**src/rtl/ac_pkg.sv**
```systemverilog
// Shared constants and types for the air-conditioning control chain:
// sensor frame format, temperature bus range and controller thresholds.
package ac_pkg;

   localparam int             FRAME_W         = 8;
   localparam int             TEMP_W          = 5;
   localparam logic [4:0]     TEMP_MAX        = 5'd31;
   localparam logic [4:0]     RESET_TEMP      = 5'd20;
   localparam logic [7:0]     SENSOR_ERR_CODE = 8'hFF;

   // Thresholds used by air_conditioning; RESET_TEMP sits inside its idle band.
   localparam logic [4:0]     TEMP_LOW        = 5'd18;
   localparam logic [4:0]     TEMP_MID        = 5'd20;
   localparam logic [4:0]     TEMP_HIGH       = 5'd22;

   typedef enum logic [2:0] {
      IDLE,
      REQ,
      RECV,
      ACC,
      OUT
   } state_e;

endpackage

```
**src/rtl/temp_avg.sv**
```systemverilog
// Power-of-two moving average over sensor frames with prime-on-first-sample
// and saturation to the temperature bus range.
module temp_avg
   import ac_pkg::*;
#(
   parameter int AVG_LOG2 = 2
) (
   input  logic               clk,
   input  logic               rst_n,
   input  logic               i_load,
   input  logic [FRAME_W-1:0] i_sample,
   output logic [TEMP_W-1:0]  o_temp
);

   localparam int DEPTH = 1 << AVG_LOG2;
   localparam int SUM_W = FRAME_W + AVG_LOG2;
   localparam int PTR_W = (AVG_LOG2 > 0) ? AVG_LOG2 : 1;

   logic [FRAME_W-1:0] r_buf [DEPTH];
   logic [SUM_W-1:0]   r_sum;
   logic [PTR_W-1:0]   r_wp;
   logic               r_prime;
   logic [TEMP_W-1:0]  r_temp;

   logic [SUM_W-1:0]   w_sum_next;
   logic [SUM_W-1:0]   w_avg;

   function automatic logic [TEMP_W-1:0] sat_temp(input logic [SUM_W-1:0] v);
      if (v > SUM_W'(TEMP_MAX)) begin
         return TEMP_MAX;
      end
      return v[TEMP_W-1:0];
   endfunction

   // The first good frame seeds the whole window so the output never ramps up from zero.
   always_comb begin
      w_sum_next = r_sum;
      if (r_prime) begin
         w_sum_next = SUM_W'(i_sample) << AVG_LOG2;
      end else begin
         w_sum_next = r_sum - SUM_W'(r_buf[r_wp]) + SUM_W'(i_sample);
      end
      w_avg = w_sum_next >> AVG_LOG2;
   end

   always_ff @(posedge clk or negedge rst_n) begin
      if (!rst_n) begin
         for (int i = 0; i < DEPTH; i++) begin
            r_buf[i] <= '0;
         end
         r_sum   <= '0;
         r_wp    <= '0;
         r_prime <= 1'b1;
         r_temp  <= RESET_TEMP;
      end else if (i_load) begin
         if (r_prime) begin
            for (int i = 0; i < DEPTH; i++) begin
               r_buf[i] <= i_sample;
            end
         end else begin
            r_buf[r_wp] <= i_sample;
         end
         r_sum   <= w_sum_next;
         r_wp    <= (AVG_LOG2 == 0) ? '0 : r_wp + PTR_W'(1);
         r_prime <= 1'b0;
         r_temp  <= sat_temp(w_avg);
      end
   end

   assign o_temp = r_temp;

endmodule

```
**src/rtl/temp_sampler.sv**
```systemverilog
// Periodic serial temperature sensor front-end: requests conversions,
// deserialises 8-bit frames, filters them and flags sensor failures.
module temp_sampler
   import ac_pkg::*;
#(
   parameter int SAMPLE_PERIOD = 100,
   parameter int TIMEOUT       = 32,
   parameter int AVG_LOG2      = 2
) (
   input  logic              clk,
   input  logic              rst_n,
   output logic              conv_req,
   input  logic              s_bit_valid,
   input  logic              s_bit,
   output logic [TEMP_W-1:0] temperature,
   output logic              temp_valid,
   output logic              sensor_err
);

   localparam int PCNT_W = $clog2(SAMPLE_PERIOD);
   localparam int TCNT_W = $clog2(TIMEOUT);

   state_e             r_state;
   logic [PCNT_W-1:0]  r_pcnt;
   logic [TCNT_W-1:0]  r_tcnt;
   logic [2:0]         r_bcnt;
   logic [FRAME_W-1:0] r_frame;
   logic               r_err;

   logic               w_wrap;
   logic               w_load;
   logic [TEMP_W-1:0]  w_temp;

   assign w_wrap = (r_pcnt == PCNT_W'(SAMPLE_PERIOD - 1));
   assign w_load = (r_state == ACC) && (r_frame != SENSOR_ERR_CODE);

   always_ff @(posedge clk or negedge rst_n) begin
      if (!rst_n) begin
         r_pcnt <= '0;
      end else begin
         r_pcnt <= w_wrap ? '0 : r_pcnt + PCNT_W'(1);
      end
   end

   // A wrap that finds the FSM busy is simply lost; requests never queue.
   always_ff @(posedge clk or negedge rst_n) begin
      if (!rst_n) begin
         r_state <= IDLE;
         r_tcnt  <= '0;
         r_bcnt  <= '0;
         r_frame <= '0;
         r_err   <= 1'b0;
      end else begin
         case (r_state)
            IDLE: begin
               if (w_wrap) begin
                  r_state <= REQ;
               end
            end
            REQ: begin
               r_tcnt  <= '0;
               r_bcnt  <= '0;
               r_state <= RECV;
            end
            RECV: begin
               if (s_bit_valid) begin
                  r_frame <= {r_frame[FRAME_W-2:0], s_bit};
                  r_tcnt  <= '0;
                  r_bcnt  <= r_bcnt + 3'd1;
                  if (r_bcnt == 3'd7) begin
                     r_state <= ACC;
                  end
               end else if (r_tcnt == TCNT_W'(TIMEOUT - 1)) begin
                  r_err   <= 1'b1;
                  r_state <= IDLE;
               end else begin
                  r_tcnt <= r_tcnt + TCNT_W'(1);
               end
            end
            ACC: begin
               if (r_frame == SENSOR_ERR_CODE) begin
                  r_err   <= 1'b1;
                  r_state <= IDLE;
               end else begin
                  r_err   <= 1'b0;
                  r_state <= OUT;
               end
            end
            OUT: begin
               r_state <= IDLE;
            end
            default: begin
               r_state <= IDLE;
            end
         endcase
      end
   end

   temp_avg #(
      .AVG_LOG2 (AVG_LOG2)
   ) u_avg (
      .clk      (clk),
      .rst_n    (rst_n),
      .i_load   (w_load),
      .i_sample (r_frame),
      .o_temp   (w_temp)
   );

   assign conv_req    = (r_state == REQ);
   assign temp_valid  = (r_state == OUT);
   assign sensor_err  = r_err;
   assign temperature = w_temp;

endmodule

```
**config.mk**
```make
export PLATFORM = sky130hd
export DESIGN_NAME = temp_sampler
export DESIGN_NICKNAME = d
export VERILOG_FILES = /design/src/rtl/ac_pkg.sv /design/src/rtl/temp_avg.sv /design/src/rtl/temp_sampler.sv
export SDC_FILE = /design/constraint.sdc
export NUM_CORES = 1
export LEC_CHECK = 0
export ABC_CLOCK_PERIOD_IN_PS = 8200
export CORE_MARGIN = 5
export CORE_UTILIZATION = 60
export CTS_BUF_LIST = sky130_fd_sc_hd__clkbuf_4 sky130_fd_sc_hd__clkbuf_8 sky130_fd_sc_hd__clkbuf_16
export CTS_CLUSTER_DIAMETER = 50
export CTS_CLUSTER_SIZE = 14
export DETAILED_ROUTE_END_ITERATION = 12
export PLACE_DENSITY_LB_ADDON = 0.25
export SLEW_MARGIN = 20
export SYNTH_ARGS = -nofsm -noshare
export SYNTH_HDL_FRONTEND = slang
export SYNTH_SLANG_ARGS = --single-unit
```
**constraint.sdc**
```tcl
create_clock -name clk -period 8.2 [get_ports clk]
set_input_delay 2.05 -clock clk [delete_from_list [all_inputs] [get_ports clk]]
set_output_delay 2.05 -clock clk [all_outputs]
set_load 0.02 [all_outputs]
```
==> impl_metrics.csv <==
group,metric,value,unit
worst_setup_path,worst_ep_arrival_time,1.99,ns
route,drc,0,
place,gp_congestion,0.928,
place,dpl-instance-area,0.00431,mm²
floorplanning,die_w,93.4,µm
floorplanning,die_area,0.00872,mm²
cts,postCtsSetupBuffers,0,
layout,multi_input_area,0.00200,mm²
floorplanning,start_util,0.614,
cts,cts_resized,0,
worst_setup_path,reg2reg_depth,10,
sta,fin_crit,4.04,ns
place,portBuffers,11,
global_routing,grt_overflow,0,
route,wl_per_cell,16.3,µm
worst_setup_path,worstSetupPathType,"flip-flop to output pin",
layout,layout.nets,444,
cts,cts_tree,"yes",
place,dp_hpwl,5930,µm
global_routing,grtUsageTotal,0.218,
cts,cts-hold-fix-buffers,0,
yosys,yosys_warnings,0,
yosys,synth_edf_count,0,
sta,rsz0062_at_grt,"no",
sta,slew-limit-headroom,0.370,
yosys,syn_area_per_cell,10.3,µm²
cts,clkTransAtPathRegs,0.08,ns
run_status,status,"finished, final reports clean",
sta,fin_setup_tns,0,ns
global_routing,antenna_found_initial,0,
yosys,synth_fp_nets,436,
route,routed_wl,8380,µm
floorplanning,rows,30,
cts,numClockSinks,77,
global_routing,grt_pass1_vias,3012,
yosys,async_reset_ff_frac,1.00,
yosys,ys_seq_elements,77,
sta,max_freq,0.248,GHz
layout,design_area,0.00451,mm²
route,drt_iter0_drc,156,
layout,drive_gt1_frac,0.122,
min_path,worstHoldPathType,"flip-flop to flip-flop",
min_path,holdPathStages,2,
worst_setup_path,worstSetupEndpointType,"output pin",
place,dp_slack,4.52,ns
sta,worst_clock_skew,0.00715,ns
layout,area_growth_syn_to_layout,8.07,%
route,drt_pass1_iterations,4,
worst_setup_path,startpoint_type,"flip-flop",
layout,n_antenna_cell,0,
layout,regArea,0.00193,mm²
sta,final_hold_viol_count,0,
floorplanning,die_h,93.4,µm
yosys,netlist_area,0.00417,mm²
global_routing,grt_max_degree,78,
worst_setup_path,cp.required,6.15,ns
global_routing,grt_pass1_wl,14700,µm
yosys,synth-main-ff-cell,"dfrtp_1",
layout,fillCellCount,529,
run,drv_cap,0,
route,vias_per_cell,5.70,
route,antenna_left,0,
cts,clk_latency,0.35,ns
cts,cts_made_buffers,9,
cts,ctsHtreeMaxLevel,3,
yosys,seq_area_frac_synth,0.463,
floorplanning,ios,12,
sta,maxSlewViolCount,0,
sta,setup_viol,0,
route,via_count,2928,
sta,fin_crit_sh,0.492,
floorplanning,fp.coreArea,0.00679,mm²
worst_setup_path,cp_max_fo,8,
sta,timing.final.ws_setup,4.16,ns
yosys,postSynthCellCount,405,
yosys,synth_cell_types,56,
cts,root_buffer,"clkbuf_8",
cts,cts_buffer_depth,2,
sta,worst_slew_pin_slew,0.945,ns
==> routing by layer <==
layer | wire (µm) | GRT usage | up-vias
met2 | 4120 | 0.345 | 84
met5 | 0 | 0 | -
met3 | 379 | 0.0563 | 12
met4 | 99 | 0.0659 | 0
met1 | 3780 | 0.296 | 1414
li1 | - | - | 1418
==> cell type report <==
class                   count  area share
multi-input cells         274       0.444
flip-flops and latches     77       0.428
inverters                  40      0.0333
clock buffers               9      0.0275
well taps                  96      0.0266
repair buffers             11      0.0239
clock inverters             7      0.0164
==> cell usage in the layout (no fill, tap or decap), types with 2 or more instances in the layout <==
master and count:
nand3_1 6, nor3_1 5, inv_1 39, and3_1 4
nor2b_1 2, clkdlybuf4s50_1 10, o21ai_0 25, nand4b_1 2
ha_1 19, nand4_1 4, xor2_1 4, mux2_2 4
mux2_1 3, clkbuf_8 9, dfstp_2 3, a22o_1 3
a21o_1 2, nand3b_1 3, a21oi_2 3, nor2_1 21
a211oi_1 3, mux2i_1 3, nand2b_1 5, o21ai_4 3
o21a_1 2, clkinv_4 2, a21o_2 2, o21ai_1 27
dfrtp_1 74, a31oi_1 7, xnor2_1 5, clkinv_2 2
mux4_2 8, fa_1 8, nand2_1 59, a21oi_1 11
o211ai_2 2
==> cell families (layout without fill, tap and decap cells) <==
logic type,after synthesis,in the layout,synth area share
simple gates,119,119,0.132
compound gates,101,101,0.165
flops,77,77,0.463
buf+inv,54,67,0.0573
fa+ha+maj,27,27,0.0954
mux,18,18,0.0693
xor+xnor,9,9,0.0189
==> cells in the mapped netlist (all sizes together), types with 4 or more instances <==
| cell type | count | area share |
|---|---|---|
| nand2 | 60 | 0.055 |
| clkbuf | 5 | 0.0045 |
| buf | 9 | 0.017 |
| ha | 19 | 0.057 |
| xnor2 | 5 | 0.010 |
| nand2b | 6 | 0.011 |
| nor3 | 5 | 0.0060 |
| mux4 | 8 | 0.043 |
| and3 | 4 | 0.0060 |
| o21ai | 56 | 0.076 |
| nand3 | 6 | 0.0072 |
| xor2 | 4 | 0.0084 |
| fa | 8 | 0.038 |
| dfrtp | 74 | 0.44 |
| nor2 | 21 | 0.019 |
| a21o | 4 | 0.0078 |
| a31oi | 7 | 0.010 |
| a21oi | 14 | 0.019 |
| inv | 40 | 0.036 |
| nand4 | 4 | 0.0060 |
| mux2 | 7 | 0.019 |
| a211oi | 5 | 0.013 |
==> flip-flops by register name, indices dropped and copies added, names as in the netlist <==
signal	flops
u_avg.r_buf	32
u_avg.r_sum	10
r_frame	8
r_pcnt	7
r_tcnt	5
u_avg.o_temp	5
r_bcnt	3
r_state	3
u_avg.r_wp	2
sensor_err	1
u_avg.r_prime	1
==> final timing paths <==
kind                            startpoint         endpoint  slack [ns]
max reg2reg                  u_avg.r_wp[0]  u_avg.o_temp[1]        4.55
min reg2reg                u_avg.r_buf[17]  u_avg.r_buf[17]        0.49
max in group asynchronous            rst_n       r_frame[7]        5.75
max                             r_state[1]         conv_req        4.16
min                        u_avg.r_buf[17]  u_avg.r_buf[17]        0.49
min in group asynchronous            rst_n  u_avg.r_buf[30]        1.84
==> critical path, cell delays in order, from the launching register on <==
cell and delay, ns:
dfrtp_1 0.47, nand2b_1 0.19, or2_2 0.32, inv_1 0.07, clkdlybuf4s50_1 0.60
==> metrics by stage <==
step,hold WS (ns),instances,utilization
4_1_cts,0.489,514,0.664
2_1_floorplan,0.445,405,-
6_report,0.485,514,0.664
3_3_place_gp,0.461,498,0.635
3_5_place_dp,0.471,498,0.635
5_1_grt,0.513,514,0.664
Power is not shown: default switching activity piles up to over one toggle a cycle in this logic, so the estimate is an artifact.
